$ cat config.mk
export PLATFORM = sky130hd
export DESIGN_NAME = seg_display_port_flat
export DESIGN_NICKNAME = d
export VERILOG_FILES = /design/src/rtl/seg_display_port_if.sv /design/src/rtl/seg_display_port.sv /design/src/flat_wrapper.sv
export SDC_FILE = /design/constraint.sdc
export NUM_CORES = 1
export LEC_CHECK = 0
export ABC_AREA = 1
export CORE_ASPECT_RATIO = 0.9
export CORE_UTILIZATION = 30
export CTS_BUF_LIST = sky130_fd_sc_hd__clkbuf_4 sky130_fd_sc_hd__clkbuf_8 sky130_fd_sc_hd__clkbuf_16
export CTS_CLUSTER_DIAMETER = 80
export DETAILED_ROUTE_END_ITERATION = 10
export PLACE_DENSITY_LB_ADDON = 0.12
export SETUP_SLACK_MARGIN = 0.15
export SYNTH_ARGS = -nofsm -noshare
export SYNTH_HDL_FRONTEND = slang
export SYNTH_SLANG_ARGS = --single-unit
$ cat constraint.sdc
create_clock -name clk -period 1.5 [get_ports clk]
set_input_delay 0.45 -clock clk [delete_from_list [all_inputs] [get_ports clk]]
set_output_delay 0.45 -clock clk [all_outputs]
set_load 0.005 [all_outputs]
$ cat src/rtl/seg_display_port_if.sv
// Bus between the CPU output-port path and the 7-segment display port.
// The CPU side uses the master modport; the display port uses the slave modport.
//
// Handshake: wr_en is a one-cycle write strobe qualifying data_in. There is
// no ready: every write is accepted. A write arriving while a conversion is
// running lands in a one-deep pending slot, and a later write overwrites it.
// done is the output-valid pulse: it is high for exactly the one cycle in
// which hex_out/ovf have just taken a new value. busy covers both a running
// conversion and a pending write.
interface seg_display_port_if #(
  parameter int DATA_W     = 32,
  parameter int NUM_DIGITS = 2
) ();
  logic                    wr_en;
  logic [DATA_W-1:0]       data_in;
  logic [7*NUM_DIGITS-1:0] hex_out;
  logic                    busy;
  logic                    done;
  logic                    ovf;
  logic [1:0]              dbg_state;

  modport master (
    output wr_en, data_in,
    input  hex_out, busy, done, ovf, dbg_state
  );

  modport slave (
    input  wr_en, data_in,
    output hex_out, busy, done, ovf, dbg_state
  );
endinterface

$ cat src/rtl/seg_display_port.sv
// seg_display_port: binary-to-BCD display port for NUM_DIGITS active-low
// 7-segment digits. Conversion is sequential shift-add-3, one input bit per
// clock. Values of 10^NUM_DIGITS or more show dashes and raise ovf.
// Optional feature macro: LEADING_ZERO_BLANK_EN (blank leading zero digits
// above digit 0). Without it every digit shows a zero-padded numeral.
// The FSM state is exposed on bus.dbg_state (0=IDLE, 1=SHIFT, 2=DONE).
module seg_display_port #(
  parameter int DATA_W     = 32,
  parameter int NUM_DIGITS = 2
) (
  input  logic               clk,
  input  logic               resetn,
  seg_display_port_if.slave  bus
);

  // ceil(DATA_W*log10(2)) + 1 digits, in integer arithmetic
  localparam int BCD_DIGITS = (DATA_W * 30103 + 99999) / 100000 + 1;
  localparam int BCD_W      = 4 * BCD_DIGITS;
  localparam int SR_W       = BCD_W + DATA_W;
  localparam int CNT_W      = $clog2(DATA_W + 1);
  localparam int MAXD       = (BCD_DIGITS > NUM_DIGITS) ? BCD_DIGITS : NUM_DIGITS;
  localparam int PAD_W      = 4 * MAXD;
  localparam int HEX_W      = 7 * NUM_DIGITS;

  localparam logic [6:0] SEG_ZERO  = 7'b1000000;
  localparam logic [6:0] SEG_BLANK = 7'b1111111;
  localparam logic [6:0] SEG_DASH  = 7'b0111111;

  typedef enum logic [1:0] {
    S_IDLE  = 2'd0,
    S_SHIFT = 2'd1,
    S_DONE  = 2'd2
  } state_t;

  function automatic logic [6:0] seg7(input logic [3:0] d);
    logic [6:0] s;
    case (d)
      4'd0:    s = 7'b1000000;
      4'd1:    s = 7'b1111001;
      4'd2:    s = 7'b0100100;
      4'd3:    s = 7'b0110000;
      4'd4:    s = 7'b0011001;
      4'd5:    s = 7'b0010010;
      4'd6:    s = 7'b0000010;
      4'd7:    s = 7'b1111000;
      4'd8:    s = 7'b0000000;
      4'd9:    s = 7'b0010000;
      default: s = SEG_BLANK;
    endcase
    return s;
  endfunction

  // Display content after reset: a zero, blanked above digit 0 when blanking is on
  function automatic logic [HEX_W-1:0] reset_hex();
    logic [HEX_W-1:0] h;
    h = '0;
    for (int k = 0; k < NUM_DIGITS; k++) begin
`ifdef LEADING_ZERO_BLANK_EN
      h[7*k +: 7] = (k == 0) ? SEG_ZERO : SEG_BLANK;
`else
      h[7*k +: 7] = SEG_ZERO;
`endif
    end
    return h;
  endfunction

  localparam logic [HEX_W-1:0] RST_HEX = reset_hex();

  state_t              r_state;
  logic [SR_W-1:0]     r_sr;        // {bcd, bin} shift register
  logic [CNT_W-1:0]    r_cnt;
  logic                r_pend_valid;
  logic [DATA_W-1:0]   r_pend_data;
  logic [HEX_W-1:0]    r_hex;
  logic                r_busy;
  logic                r_done;
  logic                r_ovf;

  logic [BCD_W-1:0]    w_bcd_adj;
  logic [PAD_W-1:0]    w_bcd_pad;
  logic                w_ovf;
  logic [HEX_W-1:0]    w_hex_next;
  logic                w_last_shift;
  logic [DATA_W-1:0]   w_reload;

  // Add-3 correction on every BCD nibble of 5 or more, ahead of the shift
  always_comb begin
    w_bcd_adj = '0;
    for (int i = 0; i < BCD_DIGITS; i++) begin
      if (r_sr[DATA_W + 4*i +: 4] >= 4'd5)
        w_bcd_adj[4*i +: 4] = 4'(r_sr[DATA_W + 4*i +: 4] + 4'd3);
      else
        w_bcd_adj[4*i +: 4] = r_sr[DATA_W + 4*i +: 4];
    end
  end

  assign w_bcd_pad    = PAD_W'(r_sr[SR_W-1:DATA_W]);
  assign w_last_shift = (r_cnt == CNT_W'(DATA_W - 1));
  assign w_reload     = bus.wr_en ? bus.data_in : r_pend_data;

  // Overflow detect and segment image of the finished BCD result
  always_comb begin
`ifdef LEADING_ZERO_BLANK_EN
    logic v_lead;
    v_lead = 1'b1;
`endif
    w_ovf = 1'b0;
    for (int k = 0; k < MAXD; k++) begin
      if (k >= NUM_DIGITS && w_bcd_pad[4*k +: 4] != 4'd0)
        w_ovf = 1'b1;
    end
    w_hex_next = '0;
    for (int k = NUM_DIGITS - 1; k >= 0; k--) begin
      if (w_ovf)
        w_hex_next[7*k +: 7] = SEG_DASH;
`ifdef LEADING_ZERO_BLANK_EN
      else if (v_lead && k != 0 && w_bcd_pad[4*k +: 4] == 4'd0)
        w_hex_next[7*k +: 7] = SEG_BLANK;
      else begin
        v_lead = 1'b0;
        w_hex_next[7*k +: 7] = seg7(w_bcd_pad[4*k +: 4]);
      end
`else
      else
        w_hex_next[7*k +: 7] = seg7(w_bcd_pad[4*k +: 4]);
`endif
    end
  end

  // Conversion FSM with registered display, status and pending write slot
  always_ff @(posedge clk or negedge resetn) begin
    if (!resetn) begin
      r_state      <= S_IDLE;
      r_sr         <= '0;
      r_cnt        <= '0;
      r_pend_valid <= 1'b0;
      r_pend_data  <= '0;
      r_hex        <= RST_HEX;
      r_busy       <= 1'b0;
      r_done       <= 1'b0;
      r_ovf        <= 1'b0;
    end else begin
      r_done <= 1'b0;
      case (r_state)
        S_IDLE: begin
          if (bus.wr_en) begin
            r_sr    <= {{BCD_W{1'b0}}, bus.data_in};
            r_cnt   <= '0;
            r_busy  <= 1'b1;
            r_state <= S_SHIFT;
          end
        end
        S_SHIFT: begin
          r_sr  <= {w_bcd_adj, r_sr[DATA_W-1:0]} << 1;
          r_cnt <= r_cnt + 1'b1;
          if (w_last_shift)
            r_state <= S_DONE;
          if (bus.wr_en) begin
            r_pend_valid <= 1'b1;
            r_pend_data  <= bus.data_in;
          end
        end
        S_DONE: begin
          r_hex  <= w_hex_next;
          r_ovf  <= w_ovf;
          r_done <= 1'b1;
          // A write in this very cycle is newer than the pending one
          if (bus.wr_en || r_pend_valid) begin
            r_sr         <= {{BCD_W{1'b0}}, w_reload};
            r_cnt        <= '0;
            r_pend_valid <= 1'b0;
            r_state      <= S_SHIFT;
          end else begin
            r_busy  <= 1'b0;
            r_state <= S_IDLE;
          end
        end
        default: r_state <= S_IDLE;
      endcase
    end
  end

  assign bus.hex_out   = r_hex;
  assign bus.busy      = r_busy;
  assign bus.done      = r_done;
  assign bus.ovf       = r_ovf;
  assign bus.dbg_state = r_state;

endmodule
$ cat src/flat_wrapper.sv
// flat-port wrapper written by rule: the top's interface ports become plain ports
module seg_display_port_flat 
#(
  parameter int DATA_W     = 32,
  parameter int NUM_DIGITS = 2
)
  (clk, resetn, bus_wr_en, bus_data_in, bus_hex_out, bus_busy, bus_done, bus_ovf, bus_dbg_state);
  seg_display_port_if #(.DATA_W(DATA_W), .NUM_DIGITS(NUM_DIGITS)) bus_i ();
  input  logic clk;
  input  logic resetn;
  input wire logic [$bits(bus_i.wr_en)-1:0] bus_wr_en;
  input wire logic [$bits(bus_i.data_in)-1:0] bus_data_in;
  output wire logic [$bits(bus_i.hex_out)-1:0] bus_hex_out;
  output wire logic [$bits(bus_i.busy)-1:0] bus_busy;
  output wire logic [$bits(bus_i.done)-1:0] bus_done;
  output wire logic [$bits(bus_i.ovf)-1:0] bus_ovf;
  output wire logic [$bits(bus_i.dbg_state)-1:0] bus_dbg_state;
  assign bus_i.wr_en = bus_wr_en;
  assign bus_i.data_in = bus_data_in;
  assign bus_hex_out = bus_i.hex_out;
  assign bus_busy = bus_i.busy;
  assign bus_done = bus_i.done;
  assign bus_ovf = bus_i.ovf;
  assign bus_dbg_state = bus_i.dbg_state;
  seg_display_port #(.DATA_W(DATA_W), .NUM_DIGITS(NUM_DIGITS)) u_core (.clk(clk), .resetn(resetn), .bus(bus_i));
endmodule
# Yosys cells after proc, flatten, opt, wreduce, memory -nomap -nowiden
# Memories as Yosys holds them, arrays and structs flattened.
# Cells that the tools add are included.
dict set report word_totals {
  regBits 134
  rom_bits 224
  in_bits 35
  output_inout_bits 19
  wordCells 99
  n_memories 2
}
# memory words word_bits read_ports rd_clocked_by_memory_dff write_ports line
set mem_list {}
lappend mem_list {{(name not given)} 16 7 1 0 0 seg_display_port.sv:37} ;# case (d)
lappend mem_list {{(name not given)} 16 7 1 0 0 seg_display_port.sv:37}
dict set report op_classes {
  addsub 12
  order_cmp 11
  n_eq_ne 8
  muxes 39
  reduce_logical 18
}
# cell n
set op_table {}
lappend op_table {{$pmux W76 S3} 1}
lappend op_table {{$mux W76} 2}
lappend op_table {{$ge A4 B3 Y1 const B} 11}
lappend op_table {{$add A4 B2 Y4 const B} 10}
lappend op_table {{$mux W4} 10}
lappend op_table {{$reduce_bool A4 Y1} 9}
lappend op_table {{$mux W32} 1}
lappend op_table {{$pmux W6 S3} 1}
lappend op_table {{$mux W1} 14}
lappend op_table {{$mux W7} 2}
lappend op_table {{$mux W6} 2}
lappend op_table {{$reduce_and A3 Y1} 3}
lappend op_table {{$add A6 B1 Y6 const B} 1}
lappend op_table {{$eq A6 B5 Y1 const B} 1}
lappend op_table {{$ne A2 B2 Y1 const B} 3}
lappend op_table {{$pmux W2 S3} 1}
lappend op_table {{$mux W2} 2}
lappend op_table {{$ne A2 B1 Y1 const B} 2}
lappend op_table {{$pmux W1 S2} 2}
lappend op_table {{$reduce_bool A2 Y1} 2}
lappend op_table {{$add A3 B2 Y3 const B} 1}
lappend op_table {{$mux W3} 1}
lappend op_table {{$reduce_bool A3 Y1} 1}
lappend op_table {{$eq A2 B1 Y1 const B} 1}
lappend op_table {{4 further kinds} 4}

# Longest topological paths before layout
# Gate-level depths: netlist (run 1).
dict set report depth {
  word_depth 11
  ltp_mapped 10
  ltp_nobuf 10
}

# Least setup slack after synthesis (run 1)
# No wires, ideal clock.
dict set report synth_path {
  path_kind {register -> register}
  startpoint {register u_core.r_state[0], in the netlist u_core.bus.dbg_state[0]}
  endpoint {register u_core.r_hex[0], in the netlist u_core.bus.hex_out[0]}
  setup_ns 0.123
  t_arrival_ns 1.459
  required_ns 1.377
  slack_ns -0.082
  stages_incl_launch_ff 10
  path_buffers 2
  synth_period_minus_slack_ns 1.582
  cell_sequence {dfrtp_1 inv_1 ha_1 buf_4 nand2_1 nor2_1 nand3_1 nor2_4 buf_4 a21oi_1}
}
dict set report synth_via {
  elab_chain_len 1
}
# element line
set synth_lines {}
lappend synth_lines {{start, declared} seg_display_port.sv:69} ;# state_t r_state;
lappend synth_lines {{start signal, assigned} seg_display_port.sv:133} ;# r_state <= S_IDLE;
lappend synth_lines {{start signal, assigned} seg_display_port.sv:150} ;# r_state <= S_SHIFT;
lappend synth_lines {{start signal, assigned} seg_display_port.sv:157} ;# r_state <= S_DONE;
lappend synth_lines {{$eq A2 B2 Y1} seg_display_port.sv:144} ;# case (r_state)
lappend synth_lines {{end signal, assigned} seg_display_port.sv:164} ;# r_hex <= w_hex_next;
lappend synth_lines {{end, declared} seg_display_port.sv:74} ;# logic [HEX_W-1:0] r_hex;
# Every way passes these cells.
# A chain may end at the register's enable or synchronous reset.

# Final worst setup path (run 1)
dict set report layout_path {
  startpoint {register u_core.r_state[1], in the netlist u_core.bus.dbg_state[1]}
  endpoint {register u_core.r_sr[58]}
}
dict set report layout_via {
  elab_chain_len 3
  word_cells_on_any_way 8
  classes_between {eq/ne (4); mux (1); reduce/logical (3)}
}
# element line
set layout_lines {}
lappend layout_lines {{$eq A2 B2 Y1 (tied with other cells)} seg_display_port.sv:144}
lappend layout_lines {{$ne A2 B1 Y1 (no line) (tied with other cells)} -}
lappend layout_lines {{$reduce_and A3 Y1 (no line)} -}
lappend layout_lines {{end signal, assigned} seg_display_port.sv:147} ;# r_sr <= {{BCD_W{1'b0}}, bus.data_in};
lappend layout_lines {{end signal, assigned} seg_display_port.sv:154} ;# r_sr <= {w_bcd_adj, r_sr[DATA_W-1:0]} << 1;
lappend layout_lines {{end signal, assigned} seg_display_port.sv:169} ;# r_sr <= {{BCD_W{1'b0}}, w_reload};
lappend layout_lines {{end, declared} seg_display_port.sv:70} ;# logic [SR_W-1:0] r_sr;
# Parallel ways exist; a longest one is shown, timed or not.

==> metrics.csv, run 1 <==
stage;metric;value;unit
status;outcome;finished with violations;
status;failing checks;negative hold slack, negative setup slack;
sta;Final min period;1640;ps
final_layout;layout net count;1247;
route;# DRC;0;
global_route;vias in the first global route;6481;
sta;crit path setup slack, layout;-138;ps
setup_path;Setup crit end kind;flop;
synth;Synth Net Count;1085;
global_route;gr ovfl total;0;
setup_path;WS Path Type;reg -> reg;
route;drt via density;4.59;
final_layout;non-filler cells, final;1518;
sta;Worst Max-Slew Pin Slew;486;ps
final_layout;share of layout cells above drive strength 1;25.0;%
clock_network;Root Buffer;clkbuf_16;
sta;setup TNS;-5980;ps
setup_path;crit start category;flop;
setup_path;FF-to-FF path depth;10;
synth;post-synthesis sequential area ratio;44.1;%
route;via count;6967;
synth;Syn Area/Cell;7.56;µm²
sta;unrepaired setup endpoints after global routing;yes;
floorplan;starting density of the core;31.0;%
pwr;Power per Cell Area;1740;nW/µm²
clock_network;CTS Buf Count;17;
synth;Synth Register Bits;134;
setup_path;Worst EP required;1840;ps
pwr;Clk pwr share;21.6;%
pwr;combinational share of power;51.0;%
synth;synthesized instance count;1007;
pwr;Sw Share;36.9;%
pwr;Tot Pwr;19000;µW
global_route;Most Crowded Layer GR;met2;
clock_network;CTS tree;done;
min_path;min-delay worst type;in -> async;
sta;fin crit share;109;%
place;Port Buffer Count;53;
clock_network;CTS H-tree depth;4;
global_route;met2 GRT Util;24.8;%
floorplan;num ports;54;
route;DR iter-0 viols;426;
synth;Cell Area, Synth;7610;µm²
route;Final ANT Viol Nets;0;
sta;worst hold margin;-10.7;ps
place;dpl ws;-104;ps
global_route;first-pass GRT wire length;33100;µm
floorplan;core box area;24600;µm²
floorplan;DIE AREA;26000;µm²
place;Cells after DPL;1430;
global_route;initial antenna violation count;0;
synth;Synth Warn #;0;
clock_network;Reg clk slew, reported paths;60;ps
final_layout;design area;10900;µm²
clock_network;Clock Sinks;134;
sta;Final setup viols;85;
sta;max frequency;610;MHz
setup_path;critical path peak fanout;5;
sta;max-slew violations;0;
sta;worst rel slew slack;67.3;%
route;drt total wl;21200;µm
pwr;P_leak;0.00514;µW
place;GP Congestion;0.795;
floorplan;Die Height;153;µm
place;DP HPWL;12800;µm
final_layout;most frequent cells in the layout;228 x nand2_1, 133 x inv_1, 131 x dfrtp_1;
final_layout;Area growth syn-to-layout;43.7;%
final_layout;FILL cells;2476;
sta;endpoints failing hold;1;
pwr;Net Sw Power;7020;µW
pwr;sequential share of power;27.4;%
clock_network;Max Root-Sink Buffers;2;
final_layout;diode count;0;
global_route;GRT Total Usage;16.1;%
clock_network;worst-skew pair later-pin latency;430;ps
clock_network;CTS Hold Bufs;0;
global_route;largest net degree at the start of global routing;50;
floorplan;Cell Rows;54;
synth;count of cell types in the netlist;33;
floorplan;Die W;170;µm
sta;Layout Skew;10.9;ps
pwr;Worst IR Drop VDD;0.942;mV
route;drt wl/cell;14.0;µm
final_layout;most common cell after layout, fill and taps aside;nand2_1;
pwr;Pint;12000;µW
place;placed standard-cell area;9130;µm²
global_route;M3 GR Usage;2.77;%
setup_path;arrival time worst endpoint;1980;ps
route;DR pass1 iterations;5;
global_route;M1 GR Usage;22.4;%
job;max cap viols;0;
==> power by group through the flow <==
| stage | registers, µW | clock network [µW] | logic [µW] |
|---|---|---|---|
| detailed placement | 5290 | 0 | 6440 |
| finish | 5200 | 4110 | 9680 |
| floorplan | 5210 | 0 | 4020 |
| global route | 5320 | 4390 | 10600 |
| CTS | 5210 | 4210 | 8170 |
| global placement | 5270 | 0 | 6410 |
==> cell type report <==
| type | count | area, µm² | share of cell area (%) |
|---|---|---|---|
| Clock buffer | 22 | 463 | 4.23 |
| Tap cell | 336 | 420 | 3.84 |
| Inverter | 142 | 553 | 5.05 |
| Multi-Input combinational cell | 689 | 3980 | 36.3 |
| Sequential cell | 134 | 3360 | 30.7 |
| Timing Repair Buffer | 185 | 2070 | 18.9 |
| Clock inverter | 10 | 106 | 0.972 |
==> per-layer routing <==
metal	wire length (µm)	part of all wire [%]
met3	609	2.9
met2	9420	44
met5	0	0
met1	10700	51
met4	454	2.1
==> Yosys cell counts (all sizes together) <==
cell	instances	area (µm²)
nor2	48	205
buf	33	188
nand3b	1	7.51
o21a	1	7.51
inv	141	529
nand4	4	25.0
clkinv	1	3.75
clkbuf	11	42.5
nand2	261	995
o22ai	15	93.8
dfrtp	132	3300
o21ai	194	971
ha	43	538
o211ai	1	7.51
a31oi	4	25.0
o21bai	1	7.51
nand3	36	193
xor2	7	61.3
nor3	2	10.0
or2	1	6.26
a21oi	68	340
dfstp	2	52.6
==> stage by stage <==
stage               utilization (%)  hold slack (ps)
floorplan                         -              154
global placement               37.1              456
detailed placement             37.1              458
CTS                            41.8             2.30
global route                   44.5             23.7
finish                         44.5            -10.7
==> path summary, 6_finish.rpt <==
kind,start,to,slack [ps]
setup / recovery,u_core.bus.dbg_state[1],u_core.r_sr[58],-140
hold / removal,resetn,u_core.r_sr[48],-10
setup reg to reg,u_core.bus.dbg_state[1],u_core.r_sr[58],-140
hold reg to reg,u_core.r_sr[41],u_core.r_sr[41],490
max in group asynchronous,resetn,u_core.bus.dbg_state[1],1070
min in group clk,bus_wr_en,u_core.r_pend_valid,440
==> critical path: stages, from the launching register on <==
cell and delay (ps):
dfrtp_2 360, buf_6 120, inv_4 50, ha_4 290, nand2_4 80, buf_6 130
nor2_4 110, buf_12 140, buf_12 140, nand3_2 70, o21ai_2 70
==> sequential cells by signal (all words and copies together) (netlist names) <==
signal,cells
u_core.r_pend_valid,1
u_core.r_cnt,6
u_core.r_pend_data,32
u_core.bus.ovf,1
u_core.bus.done,1
u_core.bus.busy,1
u_core.r_sr,76
u_core.bus.hex_out,14
u_core.bus.dbg_state,2
==> repair_timing <==
item,in CTS,in global routing
cloned,9,10
endpoints found under the setup margin,120,152
pin swaps,20,24
buffers inserted,25,12
gates resized for setup,134,124
==> logic make-up (layout without fill, tap and decap cells) <==
logic type | Yosys count | count (layout) | synth area share [%]
and+or+nand+nor | 353 | 355 | 18.9
AOI/OAI and AO/OA | 284 | 284 | 19.1
buffers and inverters | 186 | 359 | 10.0
DFF | 134 | 134 | 44.1
adders and majority gates | 43 | 43 | 7.07
xor gates and xnor gates | 7 | 7 | 0.805
No activity file was read; power rests on OpenSTA's default activity.
==> run 2, diff against run 1 <==
--- a/config.mk
+++ b/config.mk
@@ -8,7 +8,7 @@
 export ABC_AREA = 1
 export CORE_ASPECT_RATIO = 0.9
 export CORE_UTILIZATION = 30
-export CTS_BUF_LIST = sky130_fd_sc_hd__clkbuf_4 sky130_fd_sc_hd__clkbuf_8 sky130_fd_sc_hd__clkbuf_16
+export CTS_BUF_LIST = sky130_fd_sc_hd__clkbuf_16
 export CTS_CLUSTER_DIAMETER = 80
 export DETAILED_ROUTE_END_ITERATION = 10
 export PLACE_DENSITY_LB_ADDON = 0.12
==> metrics.csv, run 2 (same netlist as run 1, synthesis figures left out) <==
stage;metric;value;unit
status;outcome;finished with violations;
status;failing checks;negative hold slack, negative setup slack;
sta;max frequency;612;MHz
clock_network;CTS Buf Count;17;
route;met1 WL;10700;µm
clock_network;worst-skew pair later-pin latency;430;ps
clock_network;CTS H-tree depth;4;
sta;fin crit share;109;%
final_layout;area of the multi-input gates;4090;µm²
setup_path;critical path peak fanout;5;
route;highest routed metal layer;met4;
final_layout;Area growth syn-to-layout;45.0;%
global_route;first-pass GRT wire length;33200;µm
floorplan;num ports;54;
floorplan;Die Height;153;µm
pwr;Power per Cell Area;1720;nW/µm²
pwr;Tot Pwr;19000;µW
final_layout;FILL cells;2472;
clock_network;Root Buffer;clkbuf_16;
place;Cells after DPL;1430;
setup_path;crit start category;flop;
final_layout;design area;11000;µm²
final_layout;Top reg by flops;u_core.r_sr;
route;DR pass1 iterations;5;
floorplan;DIE AREA;26000;µm²
sta;unrepaired setup endpoints after global routing;yes;
route;DR iter-0 viols;458;
sta;worst rel slew slack;67.4;%
pwr;Worst IR Drop VDD;0.962;mV
pwr;P_leak;0.00514;µW
floorplan;Die W;170;µm
clock_network;CTS tree;done;
job;max cap viols;0;
global_route;vias in the first global route;6497;
route;Final ANT Viol Nets;0;
final_layout;diode count;0;
route;drt wl/cell;14.1;µm
floorplan;core box area;24600;µm²
final_layout;max reg flops;76;
clock_network;Clock Sinks;134;
setup_path;arrival time worst endpoint;1980;ps
global_route;GRT Total Usage;16.2;%
floorplan;starting density of the core;31.0;%
sta;Final setup viols;98;
sta;endpoints failing hold;4;
floorplan;Cell Rows;54;
sta;Layout Skew;13.2;ps
min_path;min-delay worst type;in -> async;
place;Port Buffer Count;53;
global_route;largest net degree at the start of global routing;50;
setup_path;Setup crit end kind;flop;
sta;crit path setup slack, layout;-133;ps
place;GP Congestion;0.795;
final_layout;Reg area;3360;µm²
global_route;gr ovfl total;0;
route;met2 wire length;9600;µm
clock_network;Reg clk slew, reported paths;60;ps
place;placed standard-cell area;9130;µm²
route;drt via density;4.61;
clock_network;Max Root-Sink Buffers;2;
final_layout;non-filler cells, final;1518;
final_layout;share of layout cells above drive strength 1;27.0;%
sta;Final min period;1630;ps
clock_network;CTS Hold Bufs;0;
setup_path;Worst EP required;1850;ps
final_layout;final core occ;44.9;%
route;via count;7000;
sta;Worst Max-Slew Pin Slew;483;ps
final_layout;most frequent cells in the layout;222 x nand2_1, 131 x inv_1, 131 x dfrtp_1;
sta;worst hold margin;-17.8;ps
final_layout;most common cell after layout, fill and taps aside;nand2_1;
final_layout;layout net count;1247;
sta;max-slew violations;0;
setup_path;WS Path Type;reg -> reg;
place;DP HPWL;12800;µm
global_route;initial antenna violation count;0;
route;drt total wl;21400;µm
setup_path;Reg2Reg Setup Slack;-130;ps
route;# DRC;0;
route;wire length on met3;636;µm
## run 2: cell count changes in the layout (fill, tap and decap cells not counted), sizes merged
cell / before / now
inv: 141 / 146
clkbuf: 30 / 25
## run 2: metal layers
layer  vias to the layer above  GRT usage [%]
met5                         -              0
li1                       3584              -
met2                        86           24.9
met1                      3300           22.4
met3                        30           2.77
met4                         0           6.35
## run 2: final timing paths
path                                         start                 endpoint  cells past startpoint
setup / recovery           u_core.bus.dbg_state[1]          u_core.r_sr[58]                     10
hold / removal                              resetn          u_core.r_sr[48]                      2
setup reg to reg           u_core.bus.dbg_state[1]          u_core.r_sr[58]                     10
hold reg to reg                    u_core.r_sr[10]          u_core.r_sr[10]                      2
max in group asynchronous                   resetn  u_core.bus.dbg_state[1]                      2
min in group clk                         bus_wr_en      u_core.r_pend_valid                      4
## run 2: layout make-up
| cell class | count | share of cell area, % |
|---|---|---|
| Sequential cell | 134 | 30.4 |
| Tap cell | 336 | 3.81 |
| Inverter | 142 | 5.01 |
| Clock buffer | 17 | 3.85 |
| Timing Repair Buffer | 185 | 18.7 |
| Clock inverter | 15 | 1.13 |
| Multi-Input combinational cell | 689 | 37.0 |
## run 2: worst max-delay path, stage by stage (launching register included)
cell and delay (ps):
dfrtp_2 360, buf_6 120, inv_4 50, ha_4 290, nand2_4 80, buf_6 130
nor2_4 110, buf_12 140, buf_12 140, nand3_2 70, o21ai_2 60
## run 2: timing repair
action	in CTS	in global routing
gates cloned	9	10
buffers inserted	25	12
pin swaps	20	30
gates resized for setup	134	158
endpoints found under the setup margin	120	152
## run 2: stage by stage
step / setup WS (ps) / setup TNS (ps)
2_1_floorplan: 38.4 / 0
3_3_place_gp: -98.9 / -1640
3_5_place_dp: -104 / -2930
4_1_cts: -118 / -5650
5_1_grt: -194 / -13580
6_report: -133 / -6800
## run 2: power by group
part | switching (µW) | leakage (µW) | internal (µW)
Sequential | 461 | 0.00174 | 4740
Combinational | 5050 | 0.00310 | 4730
Clock | 1600 | 0.000292 | 2390
